### src/rtl/mult_pkg.sv
// Shared types and constants for the Booth multiplier issue front/back-end.
package mult_pkg;

   localparam int MULT_WIDTH = 16;

   typedef enum logic [1:0] {
      IDLE  = 2'd0,
      ISSUE = 2'd1,
      WAIT  = 2'd2,
      HOLD  = 2'd3
   } issue_state_t;

   typedef struct packed {
      logic [MULT_WIDTH-1:0] m;
      logic [MULT_WIDTH-1:0] q;
   } op_pair_t;

endpackage

### src/rtl/mult_op_fifo.sv
// Circular operand-pair buffer; DEPTH must be a power of two so pointers wrap by overflow.
module mult_op_fifo
   import mult_pkg::*;
#(
   parameter int WIDTH = MULT_WIDTH,
   parameter int DEPTH = 2
) (
   input  logic                         clk,
   input  logic                         rst,
   input  logic                         push,
   input  logic [2*WIDTH-1:0]           wdata,
   input  logic                         pop,
   output logic [2*WIDTH-1:0]           rdata,
   output logic                         full,
   output logic                         empty,
   output logic [$clog2(DEPTH+1)-1:0]   count
);

   localparam int AW = $clog2(DEPTH);
   localparam int CW = $clog2(DEPTH+1);

   logic [2*WIDTH-1:0] mem_q [DEPTH];
   logic [AW-1:0]      wr_ptr_q;
   logic [AW-1:0]      rd_ptr_q;
   logic [CW-1:0]      count_q;
   logic               push_ok;
   logic               pop_ok;

   assign push_ok = push && !full;
   assign pop_ok  = pop && !empty;
   assign full    = (count_q == CW'(DEPTH));
   assign empty   = (count_q == '0);
   assign count   = count_q;
   assign rdata   = mem_q[rd_ptr_q];

   always_ff @(posedge clk) begin
      if (push_ok) begin
         mem_q[wr_ptr_q] <= wdata;
      end
   end

   always_ff @(posedge clk) begin
      if (rst) begin
         wr_ptr_q <= '0;
         rd_ptr_q <= '0;
         count_q  <= '0;
      end else begin
         if (push_ok) wr_ptr_q <= wr_ptr_q + AW'(1);
         if (pop_ok)  rd_ptr_q <= rd_ptr_q + AW'(1);
         case ({push_ok, pop_ok})
            2'b10:   count_q <= count_q + CW'(1);
            2'b01:   count_q <= count_q - CW'(1);
            default: count_q <= count_q;
         endcase
      end
   end

endmodule

### src/rtl/mult_issue_ctrl.sv
// Issue controller: buffers operand pairs, starts the sequential multiplier, holds its
// product for the consumer, and flags a multiplier that never reports done.
module mult_issue_ctrl
   import mult_pkg::*;
#(
   parameter int WIDTH   = MULT_WIDTH,
   parameter int DEPTH   = 2,
   parameter int TIMEOUT = 40
) (
   input  logic               clk,
   input  logic               rst,
   input  logic               src_valid,
   output logic               src_ready,
   input  logic [WIDTH-1:0]   src_multiplicand,
   input  logic [WIDTH-1:0]   src_multiplier,
   output logic               mul_start,
   output logic [WIDTH-1:0]   mul_multiplicand,
   output logic [WIDTH-1:0]   mul_multiplier,
   input  logic               mul_done,
   input  logic [2*WIDTH-1:0] mul_product,
   output logic               dst_valid,
   input  logic               dst_ready,
   output logic [2*WIDTH-1:0] dst_product,
   output logic               busy,
   output logic               err,
   output issue_state_t       dbg_state
);

   localparam int WDW = (TIMEOUT > 1) ? $clog2(TIMEOUT) : 1;
   localparam logic [WDW-1:0] WD_LAST = WDW'(TIMEOUT - 1);

   issue_state_t                 state_q;
   logic [WIDTH-1:0]             mcand_q;
   logic [WIDTH-1:0]             mplier_q;
   logic                         start_q;
   logic [WDW-1:0]               wd_q;
   logic [WDW-1:0]               wd_d;
   logic                         dvalid_q;
   logic [2*WIDTH-1:0]           prod_q;
   logic                         err_q;
   logic                         fifo_push;
   logic                         fifo_pop;
   logic                         fifo_full;
   logic                         fifo_empty;
   logic [2*WIDTH-1:0]           fifo_rdata;
   logic [$clog2(DEPTH+1)-1:0]   fifo_count;

   // Both interfaces transfer on the rising edge where valid && ready are high; a valid
   // side holds its payload until that edge, and ready never depends on the partner's valid.
   assign src_ready = !rst && !fifo_full;
   assign fifo_push = src_valid && src_ready;
   assign fifo_pop  = (state_q == IDLE) && !fifo_empty;

   mult_op_fifo #(
      .WIDTH (WIDTH),
      .DEPTH (DEPTH)
   ) u_fifo (
      .clk   (clk),
      .rst   (rst),
      .push  (fifo_push),
      .wdata ({src_multiplicand, src_multiplier}),
      .pop   (fifo_pop),
      .rdata (fifo_rdata),
      .full  (fifo_full),
      .empty (fifo_empty),
      .count (fifo_count)
   );

   assign wd_d = wd_q + WDW'(1);

   always_ff @(posedge clk) begin
      if (rst) begin
         state_q  <= IDLE;
         mcand_q  <= '0;
         mplier_q <= '0;
         start_q  <= 1'b0;
         wd_q     <= '0;
         dvalid_q <= 1'b0;
         prod_q   <= '0;
         err_q    <= 1'b0;
      end else begin
         start_q <= 1'b0;
         case (state_q)
            IDLE: begin
               if (!fifo_empty) begin
                  {mcand_q, mplier_q} <= fifo_rdata;
                  start_q             <= 1'b1;
                  state_q             <= ISSUE;
               end
            end
            ISSUE: begin
               wd_q    <= '0;
               state_q <= WAIT;
            end
            WAIT: begin
               // A done arriving on the last watchdog cycle still counts as success.
               if (mul_done) begin
                  prod_q   <= mul_product;
                  dvalid_q <= 1'b1;
                  state_q  <= HOLD;
               end else if (wd_q == WD_LAST) begin
                  err_q   <= 1'b1;
                  state_q <= IDLE;
               end else begin
                  wd_q <= wd_d;
               end
            end
            HOLD: begin
               if (dst_ready) begin
                  dvalid_q <= 1'b0;
                  state_q  <= IDLE;
               end
            end
            default: state_q <= IDLE;
         endcase
      end
   end

   assign mul_start        = start_q;
   assign mul_multiplicand = mcand_q;
   assign mul_multiplier   = mplier_q;
   assign dst_valid        = dvalid_q;
   assign dst_product      = prod_q;
   assign err              = err_q;
   assign busy             = !rst && ((state_q != IDLE) || (fifo_count != '0));
   assign dbg_state        = state_q;

endmodule

### config.mk
export PLATFORM = sky130hd
export DESIGN_NAME = mult_issue_ctrl
export DESIGN_NICKNAME = d
export VERILOG_FILES = /design/src/rtl/mult_pkg.sv /design/src/rtl/mult_op_fifo.sv /design/src/rtl/mult_issue_ctrl.sv
export SDC_FILE = /design/constraint.sdc
export NUM_CORES = 1
export LEC_CHECK = 0
export BUFFER_PORTS_ARGS = -buffer_cell sky130_fd_sc_hd__buf_2
export CELL_PAD_IN_SITES_DETAIL_PLACEMENT = 0
export CELL_PAD_IN_SITES_GLOBAL_PLACEMENT = 1
export CORE_AREA = 10 10 111 138
export DETAILED_ROUTE_END_ITERATION = 10
export DIE_AREA = 0 0 121 148
export PLACE_DENSITY = 0.89
export SLEW_MARGIN = 20
export SYNTH_ARGS = -nofsm -noshare
export SYNTH_HDL_FRONTEND = slang
export SYNTH_HIERARCHICAL = 1
export SYNTH_SLANG_ARGS = --single-unit
### constraint.sdc
create_clock -name clk -period 6.11 [get_ports clk]
set_clock_uncertainty 0.15 [all_clocks]
set_input_delay 0.9165 -clock clk [delete_from_list [all_inputs] [get_ports clk]]
set_output_delay 0.9165 -clock clk [all_outputs]
set_load 0.02 [all_outputs]
* Word level (Yosys, flattened, before mapping) *
Memories as Yosys holds them, arrays and structs flattened. A register that Yosys moved wholly into a read port is not among the register bits.
Index checks and enable logic that the tools add are counted.

word-level totals
  bits in writable memories = 64
  input bits = 69
  output and inout port bits = 71
  word-level logic and storage cells = 70
  register bits = 47
  memories kept = 1

operators by class
  bitwise operators = 3
  add/subtract/negate cells = 5
  equal/unequal tests = 13
  reductions and logical operators = 24
  multiplexer cells = 15

memories
  memory        depth  width  read ports  clocked after memory_dff  wr ports  RTL line            RTL
  u_fifo.mem_q  2      32     1           1                         1         mult_op_fifo.sv:22  logic [2*WIDTH-1:0] mem_q [DEPTH];

operators by type and width
  cell                                               number
  2-to-1 mux 6 bit                                   2
  one-hot mux 6 bit (2 select lines)                 1
  AND reduction 3 bit                                4
  inequality test 2 bit (second input constant)      5
  nonzero test 2 bit                                 5
  == test 2 bit (second input constant)              4
  2-to-1 mux 2 bit                                   4
  one-hot mux 2 bit (4 select lines)                 1
  adder 6 x 1 -> 6 bit (second input constant)       1
  == test 6 bit (second input constant)              1
  logical AND 1 bit                                  6
  2-to-1 mux 1 bit                                   5
  == test 2 x 1 -> 1 bit (second input constant)     2
  logical NOT 2 bit                                  2
  one-hot mux 2 bit (2 select lines)                 1
  AND reduction 2 bit                                2
  logical NOT 1 bit                                  3
  inequality test 3 bit (second input constant)      1
  inverter 1 bit                                     3
  adder 1 bit (second input constant)                2
  adder 2 x 1 -> 2 bit (second input constant)       1
  one-hot mux 1 bit (2 select lines)                 1
  OR reduction 2 bit                                 1
  subtractor 2 x 1 -> 2 bit (second input constant)  1
  logical OR 1 bit                                   1

* Depth between registers and ports, before layout *
Gate-level depths: netlist of the first run.

  word-level depth = 7
  depth in mapped cells = 10
  depth with buffers taken out = 9

* Modules after synthesis *
Netlist of the first run, hierarchy kept.

by module, submodules not included
  module           cells an instance  instances  area an instance (µm²)  seq. area each (µm²)
  mult_issue_ctrl  355                1          2887.8                  1501.4
  mult_op_fifo     126                1          2524.9                  2021.9

* Worst setup path before layout of the first run *
OpenSTA, ideal clock, no wires.

  kind = input to register
  from = in rst
  to = mem u_fifo/mem_q[0][0] (netlist name) (enable)
  data required time = 5.573 ns
  setup time = 0.387 ns
  path slack = 2.937 ns
  arrival = 2.637 ns
  stages = 6
  buffers on the path = 1
  cell sequence = clkbuf_1 -> nor2_1 -> and2_1 -> inv_1 -> or3_1 -> inv_1

between the ends
  longest elaborated chain between the ends = 6

RTL lines
  what                                    RTL line               RTL
  start: declaration                      mult_issue_ctrl.sv:11  input logic rst,
  logical NOT 1 bit                       mult_issue_ctrl.sv:50  assign src_ready = !rst && !fifo_full;
  logical AND 1 bit                       mult_issue_ctrl.sv:50
  named net src_ready                     mult_issue_ctrl.sv:13  output logic src_ready,
  logical AND 1 bit                       mult_issue_ctrl.sv:51  assign fifo_push = src_valid && src_ready;
  named net fifo_push                     mult_issue_ctrl.sv:41  logic fifo_push;
  logical AND 1 bit                       mult_op_fifo.sv:29     assign push_ok = push && !full;
  2-to-1 mux 1 bit                        mult_op_fifo.sv:37     if (push_ok) begin
  2-to-1 mux 1 bit (not written as such)  mult_op_fifo.sv:38     mem_q[wr_ptr_q] <= wdata;
  end: declaration                        mult_op_fifo.sv:22

The timed path passes the listed nets, and every way through them passes these cells.

* Worst setup path after layout of the first run *
  from = in rst
  to = out src_ready

between the ends
  longest elaborated chain between the ends = 2

RTL lines
  what               RTL line
  logical NOT 1 bit  mult_issue_ctrl.sv:50
  logical AND 1 bit  mult_issue_ctrl.sv:50
  end: declaration   mult_issue_ctrl.sv:13

Every way passes these cells.

==> impl_metrics.env, run 1 <==
export IMPL_rsz0062_at_grt="false"
export IMPL_layout_nets=686
export IMPL_numPortBuffers=139
export IMPL_clk_latency_ps=410
export IMPL_seqCellArea_sq_um=3520
export IMPL_dieArea_sq_um=17900
export IMPL_start_util=0.429
export IMPL_slowest_stage="buf_4"
export IMPL_synth_top_family_by_area="simple AND/OR/NAND/NOR gates"
export IMPL_yosys_area_share_simple=0.139
export IMPL_multi_input_area_sq_um=1700
export IMPL_critical_path_startpoint_type="input port"
export IMPL_cp_common_cell="buf_2"
export IMPL_crit_chain="buf_2 > buf_4 > nor2_1 > buf_2"
export IMPL_drc=0
export IMPL_cts_sinks=144
export IMPL_leakage_nw=2.66
export IMPL_ios=140
export IMPL_cts_tree="built"
export IMPL_grt_pass1_wl_mm=19.2
export IMPL_ant_nets=0
export IMPL_vias_per_cell=4.79
export IMPL_cts_path_max_buffers=2
export IMPL_wl_per_cell_microns=15.3
export IMPL_synth_area_per_cell_sq_um=11.3
export IMPL_root_buffer="clkbuf_16"
export IMPL_grt_max_degree=85
export IMPL_overflow=0
export IMPL_dr_first_iter_drc_count=220
export IMPL_die_w_microns=121
export IMPL_finalWirelength_mm=12.2
export IMPL_core_area_sq_um=12600
export IMPL_via_count=3813
export IMPL_area_growth_pct=25.4
export IMPL_synth_seq_area_share=0.651
export IMPL_hold_viol=0
export IMPL_relSlewSlack=0.326
export IMPL_holdBufCountCts=0
export IMPL_synth_seq_cells=144
export IMPL_die_y_microns=148
export IMPL_dp_cells=763
export IMPL_drt_first_pass_iters=4
export IMPL_drive_gt1_frac=0.341
export IMPL_fmax_ghz=0.323
export IMPL_vdd_ir_drop_worst_v=0.000235
export IMPL_nFillCells=1097
export IMPL_crit_fanout=84
export IMPL_synthAdderAreaFrac=0.00462
export IMPL_synth_edf_count=64
export IMPL_drv_cap=0
export IMPL_grt_pass1_vias=3827
export IMPL_critPathKind="input port to output pin"
export IMPL_cp_slowest_stage_delay_ps=670
export IMPL_crit_arrival_ps=2030
export IMPL_antenna_found_initial=0
export IMPL_synth_xor_area_share=0.00485
export IMPL_end_kind="output pin"
export IMPL_gp_congestion=0.789
export IMPL_async_reset_ff_frac=0
export IMPL_synthMuxAreaShare=0.0666
export IMPL_tns_ps=0
export IMPL_antenna_cells=0
export IMPL_synth_compound_area_share=0.0969
export IMPL_cts_setup_buffers=0
export IMPL_slew_violations=0
export IMPL_cts_buffers_inserted=17
export IMPL_clkTransAtPathRegs_ps=60
export IMPL_cts_resized_gates=0
export IMPL_synthCells=481
export IMPL_setup_viol=0
export IMPL_hold_path_class="flop to flop"
export IMPL_synth_flop_cell="dfxtp_1"
export IMPL_fin_ws_ps=3010
export IMPL_synth_fp_nets=552
export IMPL_fin_worst_hold_slack_ps=302
export IMPL_synth_cell_types=45
export IMPL_h_tree_depth=4
export IMPL_rows=46
export IMPL_dpl_worst_slack_ps=2910
export IMPL_ys_warn_count=6
export IMPL_tightest_slew_ps=1010
export IMPL_track_usage=0.135
export IMPL_period_minus_slack_ps=3100
export IMPL_status="finished clean"
export IMPL_syn_cell_area_sq_um=5410
export IMPL_final_cells=796
export IMPL_hpwlAfterDp_mm=8.44
export IMPL_crit_required_ps=5040
export IMPL_period_share=0.507
export IMPL_power_density_nw_per_um2=390
==> cell families (layout without fill, tap and decap cells) <==
family          count (synthesis)  after routing
compound gates                 89             89
flops                         144            144
xor+xnor                        3              3
fa+ha+maj                       2              2
buf+inv                        37            184
mux                            32             32
simple gates                  174            174
==> metal layers <==
| layer | GRT usage | part of all wire | vias up |
|---|---|---|---|
| met4 | 0.0641 | 0.016 | 0 |
| met5 | 0 | 0 | - |
| met1 | 0.147 | 0.42 | 1736 |
| met3 | 0.0579 | 0.082 | 11 |
| met2 | 0.221 | 0.48 | 136 |
| li1 | - | - | 1930 |
==> final timing paths <==
kind / from / to / slack [ps] / depth (start not counted)
max: rst / src_ready / 3010 / 4
min: dst_product[8] / dst_product[8] / 300 / 2
max reg2reg: dbg_state[0] / u_fifo/count[1] / 3220 / 7
min reg2reg: dst_product[8] / dst_product[8] / 300 / 2
==> power by group <==
part | switching (mW) | total [mW] | internal [mW] | leakage (nW)
sequential | 0.0540 | 1.16 | 1.10 | 1.24
clock | 0.413 | 0.987 | 0.575 | 0.270
combinational | 0.328 | 0.497 | 0.169 | 1.15
total | 0.795 | 2.64 | 1.85 | 2.66
==> layout by cell type, fill, tap and decap left out, drive strengths merged, types with 4 or more instances in the layout <==
| cell | count |
|---|---|
| nand2 | 137 |
| edfxtp | 64 |
| dfxtp | 80 |
| a21oi | 71 |
| o21ai | 5 |
| clkbuf | 18 |
| buf | 145 |
| nor3 | 4 |
| mux2 | 32 |
| inv | 14 |
| clkinvlp | 4 |
| nor2 | 12 |
==> per-stage QoR <==
step	area (sq um)	util	power [mW]
after global placement	6190	0.491	1.67
after global routing	6790	0.538	2.78
after floorplan	5410	-	1.54
final	6790	0.538	2.64
after CTS	6770	0.537	2.67
after detailed placement	6190	0.491	1.68
==> cell type report <==
class | count | share of cell area
repair buffers | 145 | 0.110
well taps | 168 | 0.0310
clock inverters | 14 | 0.0216
multi-input cells | 300 | 0.250
inverters | 7 | 0.00461
clock buffers | 18 | 0.0632
flip-flops and latches | 144 | 0.519
==> critical path, delay by kind of cell <==
kind | cells | cell delay [ps]
buf+inv | 3 | 950
simple gates | 1 | 130
==> synthesized netlist by cell type, types with 3 or more instances <==
cell type / count / area [sq um]
a21oi_2: 9 / 78.8
mux2_1: 17 / 191
edfxtp_1: 64 / 1920
clkbuf_1: 12 / 45.0
nor2_1: 12 / 45.0
a21oi_1: 62 / 310
and2_1: 3 / 18.8
nor3_1: 3 / 15.0
nand2_1: 128 / 480
buf_2: 11 / 55.1
o21ai_0: 5 / 25.0
nand2_2: 9 / 56.3
buf_6: 4 / 45.0
dfxtp_1: 80 / 1600
inv_1: 5 / 18.8
mux2_2: 15 / 169
or3_1: 3 / 18.8
==> sequential cells by signal, summed over array words and instances, names as in the netlist, named ones only <==
name,cells
err,1
u_fifo/count,2
wd_q,6
dbg_state,2
dst_product,32
u_fifo/rd_ptr_q,1
mul_start,1
u_fifo/wr_ptr_q,1
mul_multiplicand,16
dst_valid,1
mul_multiplier,16
u_fifo/mem_q,64
(Power assumes the default switching activity.)
==> run 2, diff against run 1 <==
CORE_AREA = 10 10 114 142   (was 10 10 111 138)
DIE_AREA = 0 0 124 152   (was 0 0 121 148)
PLACE_DENSITY = 0.85   (was 0.89)
clock period = 2.9 ns   (was 6.11 ns; I/O delays follow)
==> run 2 against run 1 <==
Sequential share of layout area shrank 0.44 points. Utilization shrank 3.2 points. First-iteration DRC count decreased by 21%. Wire length is 3.5% higher. Via count is 1.9% higher. Non-clock buffer count up 1. Cell area up 0.85%. Largest cell class unchanged. Count of clock-buffer cells in the layout is 1 lower. Clock power up 130%. Flip-flop and latch count stayed put. Worst hold slack got worse by 250 ps. Final cell count grew 1.0%.
==> impl_metrics.env, run 2 (synthesis results as in run 1) <==
export IMPL_ff2ff_setup_slack_ps=550
export IMPL_leakage_nw=2.70
export IMPL_crit_fanout=33
export IMPL_holdPathStages=1
export IMPL_hold_path_class="input port to flop"
export IMPL_power_total_mw=5.76
export IMPL_final_common_cell="buf_2"
export IMPL_rsz0062_at_grt="false"
export IMPL_grtUsageMet3=0.0515
export IMPL_switching_share=0.293
export IMPL_r2r_cells=6
export IMPL_power_density_nw_per_um2=842
export IMPL_finalWirelength_mm=12.6
export IMPL_regMostFlops="u_fifo/mem_q"
export IMPL_ios=140
export IMPL_seqCellArea_sq_um=3520
export IMPL_gp_congestion=0.794
export IMPL_start_util=0.401
export IMPL_track_usage=0.133
export IMPL_slew_violations=0
export IMPL_rows=48
export IMPL_drv_cap=0
export IMPL_cts_path_max_buffers=2
export IMPL_die_w_microns=124
export IMPL_grt_busiest_layer="met2"
export IMPL_crit_path_start="dbg_state[1]"
export IMPL_grt_max_degree=84
export IMPL_p_switching_mw=1.69
export IMPL_tns_ps=0
export IMPL_final_cells=804
export IMPL_via_count=3886
export IMPL_vdd_ir_drop_worst_v=0.000410
export IMPL_period_share=0.812
export IMPL_area_growth_pct=26.4
export IMPL_dp_cells=772
export IMPL_r2r_end="u_fifo/count[1]"
export IMPL_layout_nets=687
export IMPL_critical_path_startpoint_type="flop"
export IMPL_end_kind="flop"
export IMPL_final_cell_mix="buf_2 (139), nand2_1 (128), dfxtp_1 (80), edfxtp_1 (64), a21oi_1 (62)"
export IMPL_dr_first_iter_drc_count=173
export IMPL_setup_viol=0
export IMPL_combPwrFrac=0.184
export IMPL_fmax_ghz=0.425
export IMPL_crit_required_ps=3080
export IMPL_grt_pass1_vias=4114
export IMPL_p_clk_frac=0.394
export IMPL_hold_viol=0
export IMPL_utilization=0.506
export IMPL_dieArea_sq_um=18800
export IMPL_die_y_microns=152
export IMPL_drt_first_pass_iters=4
export IMPL_holdBufCountCts=0
export IMPL_cts_buffers_inserted=17
export IMPL_power_internal_mw=4.07
export IMPL_crit_arrival_ps=2530
export IMPL_grt_util_met1=0.141
export IMPL_wl_per_cell_microns=15.7
export IMPL_antenna_found_initial=0
export IMPL_drc=0
export IMPL_critPathKind="flop to flop"
export IMPL_holdCritStartpoint="src_multiplier[14]"
export IMPL_reg2reg_from="dbg_state[1]"
export IMPL_cts_setup_buffers=0
export IMPL_ant_nets=0
export IMPL_cts_tree="built"
export IMPL_overflow=0
export IMPL_clk_latency_ps=410
export IMPL_root_buffer="clkbuf_16"
export IMPL_cts_resized_gates=0
export IMPL_grt_util_met2=0.232
export IMPL_clkTransAtPathRegs_ps=70
export IMPL_grt_pass1_wl_mm=20.0
export IMPL_numPortBuffers=139
export IMPL_hpwlAfterDp_mm=8.77
export IMPL_drive_gt1_frac=0.345
export IMPL_antenna_cells=0
export IMPL_fin_worst_hold_slack_ps=55.3
export IMPL_holdPathEnd="u_fifo/mem_q[0][14]"
export IMPL_final_area_sq_um=6840
export IMPL_relSlewSlack=0.320
export IMPL_largest_reg_flops=64
export IMPL_h_tree_depth=4
export IMPL_core_area_sq_um=13500
export IMPL_vias_per_cell=4.83
export IMPL_cts_sinks=144
export IMPL_nFillCells=1212
export IMPL_multi_input_area_sq_um=1700
export IMPL_fin_ws_ps=547
export IMPL_dpl_worst_slack_ps=543
export IMPL_tightest_slew_ps=1020
export IMPL_status="finished clean"
export IMPL_sequentialPowerShare=0.421
export IMPL_placed_area_sq_um=6220
export IMPL_period_minus_slack_ps=2350
## run 2: changes by cell type in the layout (fill, tap and decap cells not counted)
cell        change
and3_1          -1
and3_2          +1
buf_4           +2
buf_8           -1
bufinv_16       +2
clkbuf_1        -1
clkinv_2        +2
clkinv_4        +1
clkinvlp_4      -4
inv_6           -1
inv_8           +1
## run 2: per-layer routing
| layer | wire [microns] | part of all wire |
|---|---|---|
| met5 | 0 | 0 |
| met1 | 4860 | 0.39 |
| met3 | 1200 | 0.095 |
| met2 | 6400 | 0.51 |
| met4 | 134 | 0.011 |
## run 2: power groups by stage
stage	sequential, mW	clock [mW]	combinational [mW]
after floorplan	2.62	0	0.621
after global placement	2.46	0	1.06
after detailed placement	2.47	0	1.09
after CTS	2.43	2.33	1.09
after global routing	2.45	2.42	1.18
final	2.43	2.27	1.06
## run 2: worst max path at each step
stage / to / slack [ps] / cells after the start
2_1_floorplan: u_fifo/mem_q[0][0] / 200 / 7
3_3_place_gp: u_fifo/count[1] / 610 / 6
4_1_cts: u_fifo/count[1] / 520 / 7
6_report: u_fifo/count[1] / 550 / 6
5_1_grt: u_fifo/mem_q[0][10] / 390 / 8
3_5_place_dp: u_fifo/count[1] / 540 / 7
## run 2: layout make-up
cell class	instances	area share
well taps	175	0.0320
repair buffers	146	0.109
clock buffers	17	0.0622
flip-flops and latches	144	0.515
multi-input cells	300	0.248
inverters	7	0.00457
clock inverters	15	0.0289
## run 2: critical path, cell delays in order (launching register included)
cell and delay, ps:
dfxtp_1 430, or3_1 460, clkinv_4 250, o21a_1 210
ha_1 270, or3_1 350, a21oi_1 160
